==> src/rtl/fetch_if.sv <==
// Instruction memory port of the fetch stage: address out, word and valid back.
interface fetch_if;
    logic [31:0] IMemAddr;
    logic [31:0] IMemRdata;
    logic        IMemValid;

    modport master (output IMemAddr, input IMemRdata, input IMemValid);
    modport slave  (input IMemAddr, output IMemRdata, output IMemValid);
endinterface

==> src/rtl/fetch_stage.sv <==
// RV32I fetch stage: program counter, redirect handling and the IF/ID pipeline register.
module fetch_stage #(
    parameter logic [31:0] RESET_PC = 32'h0000_0000
) (
    input  logic          clk,
    input  logic          reset,
    input  logic          StallF,
    input  logic          StallD,
    input  logic          FlushD,
    input  logic          PCSrcE,
    input  logic [31:0]   PCTargetE,
    fetch_if.master       imem,
    output logic [31:0]   PCF,
    output logic [31:0]   InstrD,
    output logic [31:0]   PCD,
    output logic [31:0]   PCPlus4D,
    output logic          ValidD,
    output logic          MisalignD
);
    localparam logic [31:0] NOP = 32'h0000_0013;

    logic        misalign_f;
    logic        advance;
    logic        capture;
    logic [31:0] pc_plus4_f;

    assign pc_plus4_f    = PCF + 32'd4;
    assign imem.IMemAddr = PCF;

    // The word at PCF is consumed only when nothing will cause it to be refetched or discarded.
    assign advance = !PCSrcE && !StallF && imem.IMemValid;
    assign capture = advance && !FlushD && !StallD;

    always_ff @(posedge clk) begin
        if (reset) begin
            PCF        <= RESET_PC;
            misalign_f <= 1'b0;
        end else if (PCSrcE) begin
            PCF        <= {PCTargetE[31:2], 2'b00};
            misalign_f <= |PCTargetE[1:0];
        end else if (advance) begin
            // The flag belongs to the word at PCF, so it drops as soon as fetch moves on.
            PCF        <= pc_plus4_f;
            misalign_f <= 1'b0;
        end
    end

    always_ff @(posedge clk) begin
        if (reset || FlushD) begin
            InstrD    <= NOP;
            PCD       <= 32'd0;
            PCPlus4D  <= 32'd0;
            ValidD    <= 1'b0;
            MisalignD <= 1'b0;
        end else if (StallD) begin
            InstrD    <= InstrD;
        end else if (capture) begin
            InstrD    <= imem.IMemRdata;
            PCD       <= PCF;
            PCPlus4D  <= pc_plus4_f;
            ValidD    <= 1'b1;
            MisalignD <= misalign_f;
        end else begin
            InstrD    <= NOP;
            PCD       <= 32'd0;
            PCPlus4D  <= 32'd0;
            ValidD    <= 1'b0;
            MisalignD <= 1'b0;
        end
    end
endmodule

==> src/flat_wrapper.sv <==
// flat-port wrapper written by rule: the top's interface ports become plain ports
module fetch_stage_flat 
#(
    parameter logic [31:0] RESET_PC = 32'h0000_0000
)
  (clk, reset, StallF, StallD, FlushD, PCSrcE, PCTargetE, PCF, InstrD, PCD, PCPlus4D, ValidD, MisalignD, imem_IMemAddr, imem_IMemRdata, imem_IMemValid);
  fetch_if imem_i ();
  input  logic clk;
  input  logic reset;
  input  logic StallF;
  input  logic StallD;
  input  logic FlushD;
  input  logic PCSrcE;
  input  logic [31:0] PCTargetE;
  output logic [31:0] PCF;
  output logic [31:0] InstrD;
  output logic [31:0] PCD;
  output logic [31:0] PCPlus4D;
  output logic ValidD;
  output logic MisalignD;
  output wire logic [$bits(imem_i.IMemAddr)-1:0] imem_IMemAddr;
  input wire logic [$bits(imem_i.IMemRdata)-1:0] imem_IMemRdata;
  input wire logic [$bits(imem_i.IMemValid)-1:0] imem_IMemValid;
  assign imem_IMemAddr = imem_i.IMemAddr;
  assign imem_i.IMemRdata = imem_IMemRdata;
  assign imem_i.IMemValid = imem_IMemValid;
  fetch_stage #(.RESET_PC(RESET_PC)) u_core (.clk(clk), .reset(reset), .StallF(StallF), .StallD(StallD), .FlushD(FlushD), .PCSrcE(PCSrcE), .PCTargetE(PCTargetE), .imem(imem_i), .PCF(PCF), .InstrD(InstrD), .PCD(PCD), .PCPlus4D(PCPlus4D), .ValidD(ValidD), .MisalignD(MisalignD));
endmodule
==> config.mk <==
export PLATFORM = sky130hd
export DESIGN_NAME = fetch_stage_flat
export DESIGN_NICKNAME = d
export VERILOG_FILES = /design/src/rtl/fetch_if.sv /design/src/rtl/fetch_stage.sv /design/src/flat_wrapper.sv
export SDC_FILE = /design/constraint.sdc
export NUM_CORES = 1
export LEC_CHECK = 0
export CAP_MARGIN = 20
export CORE_MARGIN = 2
export CORE_UTILIZATION = 46
export DETAILED_ROUTE_END_ITERATION = 7
export GPL_TIMING_DRIVEN = 0
export PLACE_DENSITY = 0.86
export SETUP_SLACK_MARGIN = 0.15
export SYNTH_ARGS = -nofsm -noshare
export SYNTH_HDL_FRONTEND = slang
export SYNTH_SLANG_ARGS = --single-unit
==> constraint.sdc <==
create_clock -name clk -period 3.3 [get_ports clk]
set_input_delay 0.66 -clock clk [delete_from_list [all_inputs] [get_ports clk]]
set_output_delay 0.66 -clock clk [all_outputs]
set_load 0.005 [all_outputs]
# [Yosys cells after proc, flatten, opt, wreduce, memory -nomap -nowiden]
# Cells that the tools add are included.
[classes] add_sub_neg=1 mux=9 n_reduce_logical=12
[ops] op="32-bit two-way mux" n=5
[ops] op="32-bit by 3-bit adder with 32-bit output (second input constant)" n=1
[ops] op="1-bit logical AND" n=4
[ops] op="1-bit zero test" n=4
[ops] op="1-bit two-way mux" n=4
[ops] op="2-bit OR reduction" n=2
[ops] op="2-bit nonzero test" n=1
[ops] op="1-bit logical OR" n=1
[totals] regBits=131 output_inout_bits=162

# [Longest topological paths before layout]
[logic_depth] depth_word=6 ltp_mapped=9 mapped_depth_nobuf=6

# [Worst setup path before layout]
# OpenSTA, ideal clock, no wires.
[synth_path] path_type="input port to flip-flop" from="input reset" to="register u_core.PCPlus4D[27]" setup_time_ps=62 path_slack_ps=939 cell_stages=6 arrival_time_ps=2299 path_cell_list="buf_2 -> or4b_1 -> buf_2 -> or3_4 -> or4_1 -> nand3_1"
[synth_via] elab_chain_len=1
[synth_rtl] item="start: declaration" line_no="flat_wrapper.sv:9" text="input logic reset;"
[synth_rtl] item="1-bit logical OR" line_no="fetch_stage.sv:49" text="if (reset || FlushD) begin"
[synth_rtl] item="end signal: assignment" line_no="fetch_stage.sv:60" text="PCPlus4D <= pc_plus4_f;"
[synth_rtl] item="end: declaration" line_no="fetch_stage.sv:16" text="output logic [31:0] PCPlus4D,"
# Every way passes these cells.
# A chain may end at the register's enable or synchronous reset.

# [Worst setup path in the final report]
[layout_path] from="register u_core.PCF[2]" to="register u_core.PCF[22]"
[layout_via] elab_chain_len=3
[layout_rtl] item="start: declaration" line_no="fetch_stage.sv:13" text="output logic [31:0] PCF,"
[layout_rtl] item="start signal: assignment" line_no="fetch_stage.sv:39" text="PCF <= {PCTargetE[31:2], 2'b00};"
[layout_rtl] item="start signal: assignment" line_no="fetch_stage.sv:43" text="PCF <= pc_plus4_f;"
[layout_rtl] item="32-bit by 3-bit adder with 32-bit output" line_no="fetch_stage.sv:27" text="assign pc_plus4_f = PCF + 32'd4;"
[layout_rtl] item="32-bit two-way mux" line_no="fetch_stage.sv:41" text="end else if (advance) begin"
[layout_rtl] item="32-bit two-way mux" line_no="fetch_stage.sv:38" text="end else if (PCSrcE) begin"
# Every way passes these cells. The select of a mux whose other input is x is not followed.

==> out/qor.csv <==
stage,metric,value,unit
timing,max_slew.worst_pin.slew,0.839,ns
floorplan,die_x,113,um
setup_path,cp_max_fo,10,
timing,slew_headroom,43.6,%
floorplan,placementRows,39,
power_and_ir_drop,pwr-share-seq,41.5,%
timing,setup_violations,0,
setup_path,critPathLaunchType,flop,
yosys,ys_ff_latch,125,
placement,gp_congestion,0.862,
power_and_ir_drop,powerDensity,447,nW/um2
global_routing,grt_max_degree,17,
clocking,cts_resized,0,
power_and_ir_drop,p_sw_share,24.7,%
clocking,insertion_delay,0.41,ns
power_and_ir_drop,max-vdd-ir-drop,0.247,mV
timing,hold_viol_final,0,
final_layout,fill_cells,878,
floorplan,pin_count,233,
yosys,synth_edf_count,0,
floorplan,dieHeight,113,um
timing,setup_slack,0.577,ns
setup_path,rr_worst_depth,9,
drt,routed_via_density,5.33,
global_routing,grt_usage,27.7,%
worst_hold_path,min_path_cells,2,
setup_path,cp_common_cell,buf_2,
worst_hold_path,hp-start,u_core.PCPlus4D[22],
timing,finalSetupTns,0,ns
global_routing,grt_pass1_vias,5479,
drt,wl_met2,9040,um
final_layout,fin_util,73.5,%
yosys,yosysTopAreaCellShare,45.4,%
final_layout,drive_gt1_share,9.69,%
yosys,avgSynthCellArea,8.50,um2
setup_path,critPathTopFamily,simple AND/OR/NAND/NOR gates,
power_and_ir_drop,pwr-share-comb,11.4,%
yosys,netlist-cell-type-count,44,
setup_path,r2r_slack,0.58,ns
yosys,yosysSeqAreaShare,45.4,%
placement,io_buffers,221,
placement,dp_worst_setup_slack,0.176,ns
floorplan,start_util,47.6,%
clocking,cts-root-buf,clkbuf_16,
final_layout,final_net_count,967,
global_routing,grt_antenna_before_repair,0,
timing,rsz0062_at_grt,no,
power_and_ir_drop,intPower,2860,uW
clocking,hold_buffers,0,
timing,fin_crit,2.72,ns
outcome,status,"finished, final reports clean",
timing,clock-skew-final,0.00530,ns
yosys,syn_inst,648,
setup_path,crit_required,3.57,ns
drt,final_antenna_net_count,0,
worst_hold_path,hp-class,flop to flop,
yosys,synthArstFlopShare,0,%
timing,fmax,367,MHz
clocking,cts_setup_buffers,0,
setup_path,cp.buffers_inverters,3,
setup_path,slowest_stage,dfxtp_1,
setup_path,end_kind,flop,
flow_run,cap_violations,0,
clocking,ctsLongestPathBuffers,2,
drt,routed_wl,18100,um
power_and_ir_drop,fin_total_pwr,3800,uW
setup_path,cp.arrival,2.99,ns
setup_path,crit_type,flop to flop,
clocking,clk_pin_slew,0.06,ns
clocking,clock_sinks,125,
final_layout,final_area,8490,um2
clocking,htreeDepth,4,
timing,min_period_over_period,82.5,%
yosys,synthesis.area,5510,um2
setup_path,r2r-start,u_core.PCF[2],
clocking,cts_buffers,17,
setup_path,critPathMaxStageDelay,0.59,ns
global_routing,grt_pass1_wl,28100,um
global_routing,grt_overflow_total,0,
drt,routed.top_layer,met4,
clocking,cts_tree,done,
yosys,synth_area_leaders,"dfxtp_1 45%, a22oi_1 9.0%, nor2_1 7.2%",
drt,wl_per_cell,17.2,um
placement,place_hpwl,13100,um
yosys,ys_warn_count,0,
final_layout,antennaDiodeCount,0,
drt,drc,0,
setup_path,worstReg2RegEnd,u_core.PCF[22],
placement,dpl-instance-area,7930,um2
timing,timing.final.max_slew_violations,0,
drt,first_iter_violations,305,
power_and_ir_drop,power_frac_clock,47.1,%
power_and_ir_drop,power_leakage,0.00297,uW
floorplan,dieArea,12900,um2
setup_path,crit_chain,ha_1 -> buf_2 -> nand4_2 -> or4_1 -> buf_2 -> buf_6 -> nor3_1 -> xnor2_1 -> o22ai_1,
drt,wl_met1,7400,um
drt,firstDrtPassIters,7,
worst_hold_path,min_to,u_core.PCPlus4D[22],
power_and_ir_drop,p_sw,939,uW
floorplan,core,11600,um2
yosys,synth_flop_cell,dfxtp_1,
drt,via_count,5602,
drt,wl_met3,1280,um
final_layout,area_delta_synth_final,54.2,%
yosys,synth_largest_area_cell,dfxtp_1,
kinds of logic after synthesis:
logic type               share of synthesized area, %
buffers and inverters                            10.2
flip-flops                                       45.4
AND/OR/NAND/NOR                                  19.6
AO/OA/AOI/OAI                                    16.0
other                                          0.0681
multiplexers                                    0.545
XOR/XNOR                                         7.95
adder cells (fa/ha/maj)                         0.227
metal layers:
| metal | up-vias | global-route usage, % |
|---|---|---|
| li1 | 2682 | - |
| met1 | 2647 | 34.1 |
| met2 | 237 | 47.8 |
| met3 | 36 | 5.79 |
| met4 | 0 | 10.6 |
| met5 | - | 0 |
synthesized netlist by cell type, drive strengths merged, types with 10 or more instances:
master    n
dfxtp   125
nor2    105
a22oi    66
buf      55
nand2    47
clkbuf   44
xnor2    34
o21ai    23
a21oi    17
nand3    17
xor2     16
nor3     15
nand4    14
o22ai    11
a211oi   10
worst min-delay path: cells and delay by family, from the launching register on:
| family | cells | cell delay (ns) |
|---|---|---|
| flops | 1 | 0.32 |
| compound gates | 1 | 0.05 |
| simple gates | 1 | 0.04 |
cell usage in the layout, fill, tap and decap left out, types with 3 or more instances in the layout:
cell type,synthesis,layout
clkdlybuf4s50_1,0,221
dfxtp_1,125,125
nor2_1,105,105
a22oi_1,66,66
nand2_1,47,47
clkbuf_1,44,45
buf_4,38,38
xnor2_1,34,34
o21ai_0,23,23
a21oi_1,17,17
clkbuf_16,0,17
nand3_1,16,16
xor2_1,16,16
nor3_1,14,14
nand4_1,13,13
o22ai_1,11,11
a211oi_1,10,10
buf_2,9,9
and3_1,9,9
conb_1,1,8
buf_1,6,6
inv_1,5,5
clkinvlp_4,0,5
and2_1,4,4
nor4_1,3,3
or4_1,3,3
and4_1,3,3
mux2i_1,3,3
worst max path at each step:
stage	from	endpoint	slack, ns	depth (start not counted)
2_1_floorplan	reset	u_core.PCPlus4D[27]	0.94	6
3_3_place_gp	StallF	u_core.PCD[18]	0.26	7
3_5_place_dp	StallF	u_core.PCD[17]	0.18	7
4_1_cts	StallF	u_core.PCD[17]	0.60	7
5_1_grt	StallF	u_core.PCD[19]	0.39	7
6_report	u_core.PCF[2]	u_core.PCF[22]	0.58	9
flip-flops by register name, indices dropped and copies added, names as in the netlist:
register,cells
u_core.misalign_f,1
u_core.MisalignD,1
u_core.ValidD,1
u_core.PCD,30
u_core.PCPlus4D,30
u_core.InstrD,32
u_core.PCF,30
metrics by stage:
stage	hold slack [ns]	instances
6_report	0.453	1051
5_1_grt	0.482	1051
3_5_place_dp	0.446	1019
3_3_place_gp	0.433	1019
2_1_floorplan	0.448	655
4_1_cts	0.459	1051
power by group through the flow:
stage / sequential [uW] / clock (uW) / combinational [uW]
detailed placement: 1610 / 0 / 429
finish: 1580 / 1790 / 435
global route: 1580 / 1870 / 464
CTS: 1580 / 1800 / 433
floorplan: 1600 / 0 / 195
global placement: 1610 / 0 / 424
layout make-up:
| cell class | count | area (um2) | share of cell area, % |
|---|---|---|---|
| Buffer | 99 | 541 | 6.36 |
| Clock buffer | 20 | 457 | 5.38 |
| Clock inverter | 12 | 113 | 1.33 |
| Inverter | 6 | 22.5 | 0.265 |
| Multi-Input combinational cell | 425 | 2470 | 29.1 |
| Sequential cell | 125 | 2500 | 29.5 |
| Tap cell | 143 | 179 | 2.11 |
| Timing Repair Buffer | 221 | 2210 | 26.0 |
Note: power is estimated with default switching activity, not from simulation.
